File: config.mk
export PLATFORM = sky130hd
export DESIGN_NAME = jtag_mem_bridge
export DESIGN_NICKNAME = d
export VERILOG_FILES = /design/src/rtl/jtag_mem_bridge.sv
export SDC_FILE = /design/constraint.sdc
export NUM_CORES = 1
export LEC_CHECK = 0
export BUFFER_PORTS_ARGS = -buffer_cell sky130_fd_sc_hd__buf_2
export CAP_MARGIN = 5
export CELL_PAD_IN_SITES_DETAIL_PLACEMENT = 0
export CELL_PAD_IN_SITES_GLOBAL_PLACEMENT = 1
export CORE_ASPECT_RATIO = 1.75
export CORE_MARGIN = 4
export CORE_UTILIZATION = 33
export DETAILED_ROUTE_END_ITERATION = 10
export HOLD_SLACK_MARGIN = 0.06
export PLACE_DENSITY = 0.86
export SYNTH_ARGS = -nofsm -noshare
export SYNTH_HDL_FRONTEND = slang
export SYNTH_SLANG_ARGS = --single-unit
File: constraint.sdc
create_clock -name clk_i -period 1.35 [get_ports clk_i]
set_input_delay 0.135 -clock clk_i [delete_from_list [all_inputs] [get_ports clk_i]]
set_output_delay 0.135 -clock clk_i [all_outputs]
set_load 0.02 [all_outputs]
File: src/rtl/jtag_mem_bridge.sv
// JTAG reg3 command decoder driving one req/gnt/rvalid memory transaction per update.
// Optional: JTAG_MEM_BRIDGE_AUTOINC_EN turns op 11 into READ_NEXT (last address + 1).
module jtag_mem_bridge #(
   parameter int CMD_WIDTH  = 32,
   parameter int ADDR_WIDTH = 14,
   parameter int DATA_WIDTH = 16,
   parameter int TIMEOUT    = 255
) (
   input  logic                  clk_i,
   input  logic                  rst_ni,
   input  logic                  update_i,
   input  logic [CMD_WIDTH-1:0]  cmd_i,
   output logic [CMD_WIDTH-1:0]  status_o,
   output logic                  mem_req_o,
   output logic                  mem_we_o,
   output logic [ADDR_WIDTH-1:0] mem_addr_o,
   output logic [DATA_WIDTH-1:0] mem_wdata_o,
   input  logic                  mem_gnt_i,
   input  logic                  mem_rvalid_i,
   input  logic [DATA_WIDTH-1:0] mem_rdata_i
);

   localparam logic [7:0] TMO_LAST = 8'(TIMEOUT - 1);

   typedef enum logic [1:0] {IDLE, REQ, RWAIT} state_t;

   state_t                state_q, state_d;
   logic                  upd_q;
   logic [7:0]            cnt_q, cnt_d;
   logic                  we_q;
   logic [ADDR_WIDTH-1:0] addr_q;
   logic [DATA_WIDTH-1:0] wdata_q;
   logic [DATA_WIDTH-1:0] rdata_q;
   logic                  ovr_q, tmo_q;

   logic [1:0]            op;
   logic [ADDR_WIDTH-1:0] cmd_addr;
   logic [DATA_WIDTH-1:0] cmd_wdata;
   logic                  fire, busy, cnt_hit;
   logic                  is_rw, is_rd, is_cmd;
   logic [ADDR_WIDTH-1:0] req_addr;
   logic                  accept, clear, ovr_set;
   logic                  tmo_set, rd_cap;

   assign op        = cmd_i[CMD_WIDTH-1 -: 2];
   assign cmd_addr  = cmd_i[CMD_WIDTH-3 -: ADDR_WIDTH];
   assign cmd_wdata = cmd_i[DATA_WIDTH-1:0];
   assign fire      = update_i & ~upd_q;
   assign busy      = (state_q != IDLE);
   assign cnt_hit   = (cnt_q == TMO_LAST);

`ifdef JTAG_MEM_BRIDGE_AUTOINC_EN
   logic [ADDR_WIDTH-1:0] last_q;

   assign is_rw    = (op != 2'b00);
   assign is_rd    = op[1];
   assign is_cmd   = 1'b1;
   assign req_addr = (op == 2'b11) ? last_q + 1'b1 : cmd_addr;

   // Remember the address of every accepted bus command for READ_NEXT.
   always_ff @(posedge clk_i or negedge rst_ni) begin
      if (!rst_ni) begin
         last_q <= '0;
      end else if (accept) begin
         last_q <= req_addr;
      end
   end
`else
   assign is_rw    = (op == 2'b01) | (op == 2'b10);
   assign is_rd    = (op == 2'b10);
   assign is_cmd   = (op != 2'b11);
   assign req_addr = cmd_addr;
`endif

   assign accept  = fire & ~busy & is_rw;
   assign clear   = fire & ~busy & (op == 2'b00);
   assign ovr_set = fire & busy & is_cmd;

   // Next state, timeout and read-capture decisions.
   always_comb begin
      state_d = state_q;
      tmo_set = 1'b0;
      rd_cap  = 1'b0;
      unique case (state_q)
         IDLE: begin
            if (accept) state_d = REQ;
         end
         REQ: begin
            if (mem_gnt_i) begin
               state_d = we_q ? IDLE : RWAIT;
            end else if (cnt_hit) begin
               tmo_set = 1'b1;
               state_d = IDLE;
            end
         end
         RWAIT: begin
            if (mem_rvalid_i) begin
               rd_cap  = 1'b1;
               state_d = IDLE;
            end else if (cnt_hit) begin
               tmo_set = 1'b1;
               state_d = IDLE;
            end
         end
         default: state_d = IDLE;
      endcase
   end

   // Wait counter restarts on every state change and runs while waiting.
   always_comb begin
      cnt_d = '0;
      if (state_d == state_q && state_q != IDLE) cnt_d = cnt_q + 8'd1;
   end

   // State, counter and update edge detector.
   always_ff @(posedge clk_i or negedge rst_ni) begin
      if (!rst_ni) begin
         state_q <= IDLE;
         cnt_q   <= '0;
         upd_q   <= 1'b0;
      end else begin
         state_q <= state_d;
         cnt_q   <= cnt_d;
         upd_q   <= update_i;
      end
   end

   // Bus command latched at acceptance and held until the next one.
   always_ff @(posedge clk_i or negedge rst_ni) begin
      if (!rst_ni) begin
         we_q    <= 1'b0;
         addr_q  <= '0;
         wdata_q <= '0;
      end else if (accept) begin
         we_q    <= ~is_rd;
         addr_q  <= req_addr;
         wdata_q <= cmd_wdata;
      end
   end

   // Read data and sticky error flags.
   always_ff @(posedge clk_i or negedge rst_ni) begin
      if (!rst_ni) begin
         rdata_q <= '0;
         ovr_q   <= 1'b0;
         tmo_q   <= 1'b0;
      end else begin
         if (rd_cap) rdata_q <= mem_rdata_i;
         if (clear) begin
            ovr_q <= 1'b0;
            tmo_q <= 1'b0;
         end else begin
            if (ovr_set) ovr_q <= 1'b1;
            if (tmo_set) tmo_q <= 1'b1;
         end
      end
   end

   assign mem_req_o   = (state_q == REQ);
   assign mem_we_o    = we_q;
   assign mem_addr_o  = addr_q;
   assign mem_wdata_o = wdata_q;

   // Status word assembled straight from registered state.
   always_comb begin
      status_o                 = '0;
      status_o[CMD_WIDTH-1]    = busy;
      status_o[CMD_WIDTH-2]    = ovr_q;
      status_o[CMD_WIDTH-3]    = tmo_q;
      status_o[DATA_WIDTH-1:0] = rdata_q;
   end

endmodule
# Word level (Yosys, flattened, before mapping)
# Cells that the tools add are included.
dict set report word_totals {
  reg_bits 60
  inputBits 53
  output_inout_bits 64
  elab_cells 50
}
dict set report op_classes {
  add_sub_neg 1
  n_eq_ne 7
  mux 17
  bitwise 10
  reduce_logical 6
}
# cell count
set op_table {}
lappend op_table {{$mux W2} 5}
lappend op_table {{$mux W1} 9}
lappend op_table {{$add A8 B1 Y8 const B} 1}
lappend op_table {{$eq A8 B8 Y1 const B} 1}
lappend op_table {{$mux W8} 1}
lappend op_table {{$and A1 B1 Y1} 6}
lappend op_table {{$pmux W2 S3} 1}
lappend op_table {{$reduce_bool A2 Y1} 3}
lappend op_table {{$eq A2 B1 Y1 const B} 2}
lappend op_table {{$eq A2 B2 Y1 const B} 2}
lappend op_table {{$logic_not A2 Y1} 2}
lappend op_table {{$not A1 Y1} 3}
lappend op_table {{$eq A2 B2 Y1} 1}
lappend op_table {{$ne A2 B2 Y1 const B} 1}
lappend op_table {{$pmux W1 S2} 1}
lappend op_table {{$logic_and A1 B1 Y1} 1}
lappend op_table {{$or A1 B1 Y1} 1}

# Longest topological paths before layout
dict set report logic_depth {
  word_depth 9
  mapped_depth 6
  ltp_nobuf 6
}

# Worst setup path before layout
# OpenSTA, ideal clock, no wires.
dict set report synth_path {
  path_type {reg2reg}
  startpoint {register state_q[1]}
  endpoint {register cnt_q[2]}
  setup_time_ns 0.086
  t_arrival_ns 1.503
  t_required_ns 1.264
  setup_slack_ns -0.239
  path_stages_with_launch 7
  path_buffers 0
  period_less_slack_ns 1.589
  path_cell_list {dfrtp_1 inv_1 ha_1 and2b_1 o22ai_2 a31o_4 nor3_1}
}
dict set report synth_via {
  elab_cells_between_ends 15
  cone_classes {eq/ne: 3; mux: 6; bitwise: 3; reduce/logical: 3}
}
# item line
set synth_rtl {}
lappend synth_rtl {{start, declared} 27} ;# state_t state_q, state_d;
lappend synth_rtl {{start signal, assigned} 122} ;# state_q <= state_d;
lappend synth_rtl {{$eq A2 B1 Y1} n/a}
lappend synth_rtl {{named net mem_req_o} 14} ;# output logic mem_req_o,
lappend synth_rtl {{$pmux W2 S3} 84} ;# unique case (state_q)
lappend synth_rtl {{$eq A2 B2 Y1} 112} ;# if (state_d == state_q && state_q != IDLE) cnt_d = cnt_q + 8'd1;
lappend synth_rtl {{$logic_and A1 B1 Y1} 112}
lappend synth_rtl {{$mux W8} 112}
lappend synth_rtl {{named net cnt_d[2]} 29} ;# logic [7:0] cnt_q, cnt_d;
lappend synth_rtl {{end signal, assigned} 123} ;# cnt_q <= cnt_d;
lappend synth_rtl {{end, declared} 29}
# The timed path passes the listed nets, and every way through them passes these cells.
# A chain may end at the register's enable or synchronous reset.

# Final worst setup path
dict set report layout_path {
  startpoint {register state_q[0]}
  endpoint {register cnt_q[0]}
}
dict set report layout_via {
  elab_chain_cells 9
  elab_cells_between_ends 15
  cone_classes {eq/ne: 3; mux: 6; bitwise: 3; reduce/logical: 3}
}
# item line
set layout_rtl {}
lappend layout_rtl {{$reduce_bool A2 Y1} {49, 112}}
lappend layout_rtl {{$not A1 Y1} 75} ;# assign accept = fire & ~busy & is_rw;
lappend layout_rtl {{$and A1 B1 Y1 (2 in series)} 75}
lappend layout_rtl {{$mux W2} 86} ;# if (accept) state_d = REQ;
lappend layout_rtl {{$pmux W2 S3} 84}
lappend layout_rtl {{$eq A2 B2 Y1} 112}
lappend layout_rtl {{$logic_and A1 B1 Y1 (*)} 112}
lappend layout_rtl {{$mux W8 (*)} 112}
lappend layout_rtl {{named net cnt_d[0]} 29}
# Mark *: on every way through the listed nets, which the timed path passes. The rest lies on a longest branch.

==> results <==
- The final max-slew violation count is 0.
- The kind of start point of the critical path is a register.
- The launching instance or port of the critical path is state_q[0]$_DFF_PN0_.
- CTS saw 60 sinks.
- The mean post-synth cell area is 14.3 um2.
- The multiplexer share of the synthesized area is 0.223.
- Along the worst path, the maximum fanout reaches 8.
- The internal portion of the total power is 6.83 mW.
- The largest net degree at the start of global routing is 47.
- The via total after detailed routing is 2061.
- The clock network latency to the later pin of the worst-skew pair is 330 ps.
- Setup total negative slack on the finished layout was measured at -5170 ps.
- The weighted congestion reported at the end of routability-driven placement is 0.750.
- The routed design could run at a clock period as short as 1510 ps.
- After clock tree synthesis, the clock-pin slew on the worst setup and hold paths is 50 ps.
- The library cell used as clock root buffer is clkbuf_16.
- The count of endpoints failing hold in the final timing report is 0.
- Setup repair after global routing could not meet its margin everywhere.
- In this run the static leakage power is 2.32 nW.
- The number of rows in the core area is 44.
- The main flop type after synthesis is dfrtp_1.
- The synthesized-area fraction occupied by ao, oa, aoi and oai cells is 0.0392.
- Across all setup checks in the final design, the least slack found is -164 ps.
- Once placement finished, the instance area stood at 0.00350 mm2.
- STA puts the critical path data required time at 1550 ps.
- In the synthesized netlist the async set-or-reset flop fraction comes to 1.00.
- The net count of the finished layout is 436.
- The global routing usage summed across all routing layers is 0.137.
- Including well taps, the total number of placed cells is 400.
- The finished layout holds 471 standard cells, fillers aside.
- 0 antenna diodes ended up in the layout.
- The clock tree from TritonCTS is yes.
- The share of synthesized area in the top cell type comes to 0.541.
- The Yosys step of the flow raised 0 warnings.
- The remaining global-route overflow is 0.
- The share of the cycle needed by the critical path after routing is 1.12.
- The final reports fail on setup timing.
- The die covers 0.0100 mm2.
- The maximum achievable frequency is 0.660 GHz.
- The wire-length estimate of the detail-placed layout is 4.61 mm.
- The total power is 10.4 mW.
- The worst setup path is captured at a register.
- In this run the power spent charging and discharging nets is 3.58 mW.
- Setup violations remaining at the end of the flow were counted as 59.
- The largest area contributor in the synthesized netlist is dfrtp_1.
- After technology mapping, the gate count stands at 194.
- For this design the ratio of total power to cell area is 2290 mW/mm2.
- The number of DRC markers after the initial detailed-route iteration is 47.
- The post-synthesis instance area is 0.00278 mm2.
- The share of final-layout standard cells stronger than drive strength 1 is 0.573.
- At the end of the flow the core is filled with cells to 0.550.
- The worst register-to-register path begins at state_q[0]$_DFF_PN0_.
- 117 I/O pins were placed.
- Counting flops with a built-in enable in the synthesized netlist gives 0.
- In the routed design, unresolved DRC markers number 0.
- The proportion of total power due to net switching is 0.344.
- The worst setup path category is reg -> reg.
- The end point of the critical path is cnt_q[0]$_DFF_PN0_.
- The clock skew after layout is 7.07 ps.
- Measured along the y axis, the die boundary spans 129 um.
- After routing the design area is 0.00454 mm2.
- In the routed layout, each cell is associated on average with a via count of 4.38.
- Of the total synthesized cell area, the portion taken by full adders, half adders and majority gates is 0.0406.
- The number of buffers added by the clock tree synthesis step is 9.
- The number of distinct library cells after synthesis is 34.
- Ranked by total cell area, the synthesized netlist is headed by dfrtp_1, mux2_4, mux2_2.
- Counting flops and latches in the post-synthesis netlist gives 60.
- The share of total power dissipated in sequential elements is 0.294.
- The data arrival time of the worst path is 1720 ps.
- Of the total synthesized cell area, the portion taken by AND, OR, NAND and NOR gates is 0.0667.
- The deepest clock path buffer count is 2.
- The area growth from synthesis to layout is 63.5%.
- The sequential-to-total area share from yosys stat is 0.541.
- The number of global-route vias before repair is 2220.
- The number of antenna violations at the first check in global routing is 0.
- The count of max-cap constraint violations is 0.
- The worst register-to-register path has a setup slack of -160 ps.
- The capture instance of the worst register-to-register path is cnt_q[0]$_DFF_PN0_.
- The final antenna-violating net count is 0.
- In the final routed layout, each cell accounts on average for 14.0 um.
- In this run the number of H-tree levels came out at 3.
- The first global-routing pass estimated 10.4 mm of wire.
- For the worst flop-to-flop path, the logic depth is 5.
- The starting density of the core is 0.336.
- The xor-xnor portion of the synthesized cell area is 0.0189.
- The share of total power dissipated in combinational logic is 0.452.
- The type of the most critical hold path is in -> reg.
- The number of instances on the worst hold path is 4.
- The run finished, with violations left.
- The standard cell core area is 0.00826 mm2.
- The maximum resistive drop on vdd is 1.23 mV.
- The length of the first detailed-routing pass in iterations is 3.
- The clock power share is 0.253.
- The dominant combinational cell family by area after synthesis is multiplexers.
- In this run the tool buffered the top-level ports with 103 buffer cells.
- Wires add up to 6.60 mm.
- The die is 77.3 um wide.
## sequential cells by signal, indices dropped and copies added (netlist names)
name and count:
ovr_q 1, mem_we_o 1, tmo_q 1, cnt_q 8, upd_q 1, rdata_q 16, mem_wdata_o 16, state_q 2
mem_addr_o 14
## cell usage after synthesis, types with 2 or more instances
library cell,count
mux2_2,19
o21ai_0,3
nand3_1,3
xor2_1,2
buf_6,3
mux2_4,27
buf_4,16
dfrtp_1,60
nor2b_4,2
ha_1,9
nor3_1,9
xnor2_1,4
inv_1,9
nor2_1,2
nand2_1,6
a21oi_1,2
## stage by stage
stage | hold slack (ps) | worst slack [ps]
CTS | 222 | -175
floorplan | -161 | -97.1
global placement | 76.8 | -147
detailed placement | 77.7 | -253
finish | 230 | -164
global route | 266 | -205
## critical path: stages, from the launching register on
cell and delay, ps:
dfrtp_2 450, ha_4 180, and2b_2 220, o22ai_4 210, a31o_4 270, nor3_1 70
## final cells by class
cell class / count / area, um2
Tap cell: 92 / 115
Clock inverter: 6 / 111
Fill cell: 682 / 3720
Sequential cell: 60 / 1500
Clock buffer: 10 / 239
Inverter: 9 / 41.3
Timing Repair Buffer: 177 / 1260
Multi-Input combinational cell: 117 / 1270
## metal layers
metal	GRT usage	up-vias	wire (um)
met1	0.139	971	2390
met4	0.0755	0	129
met3	0.0431	11	418
met2	0.246	77	3660
li1	-	1002	-
met5	0	-	0
## kinds of logic (layout without fill, tap and decap cells)
kind of cell	count (synthesis)	after routing
xor gates and xnor gates	6	6
muxes	46	46
other	1	13
and+or+nand+nor	29	29
AOI/OAI and AO/OA	14	14
adders and majority gates	9	9
DFF	60	60
buffers and inverters	29	202
## how the worst min path moves through the flow
| stage | from | end |
|---|---|---|
| floorplan | rst_ni | cnt_q[0]$_DFF_PN0_ |
| global placement | rst_ni | tmo_q$_DFFE_PN0P_ |
| detailed placement | rst_ni | tmo_q$_DFFE_PN0P_ |
| CTS | cmd_i[31] | mem_we_o$_DFFE_PN0P_ |
| global route | cmd_i[31] | mem_we_o$_DFFE_PN0P_ |
| finish | cmd_i[31] | mem_we_o$_DFFE_PN0P_ |
## what timing repair did
item | in CTS | in global routing
hold buffers | 48 | 0
pin swaps | 8 | 3
hold endpoints to repair | 61 | 0
resized for setup | 28 | 13
setup endpoints to repair | 58 | 59
setup buffers | 6 | 1
## power groups by stage
stage / clock network, mW / logic, mW / registers, mW
after floorplan: 0 / 1.88 / 3.94
after global placement: 0 / 4.02 / 3.03
after detailed placement: 0 / 4.08 / 3.06
after CTS: 2.71 / 4.56 / 3.06
after global routing: 2.79 / 5.02 / 3.16
final: 2.64 / 4.71 / 3.06
## layout by cell type, fill, tap and decap left out, drive strengths merged, types with 2 or more instances in the layout
master,Yosys,final
mux2,46,46
clkinv,0,2
xor2,2,2
bufinv,0,3
conb,1,13
a21oi,2,2
xnor2,4,4
ha,9,9
clkbuf,0,10
buf,20,129
nand3,5,5
o22ai,2,2
nand2,7,7
dlygate4sd3,0,48
nor2,2,2
o21ai,3,3
nor3,9,9
nor2b,2,2
inv,9,9
dfrtp,60,60
(Power assumes the default switching activity.)
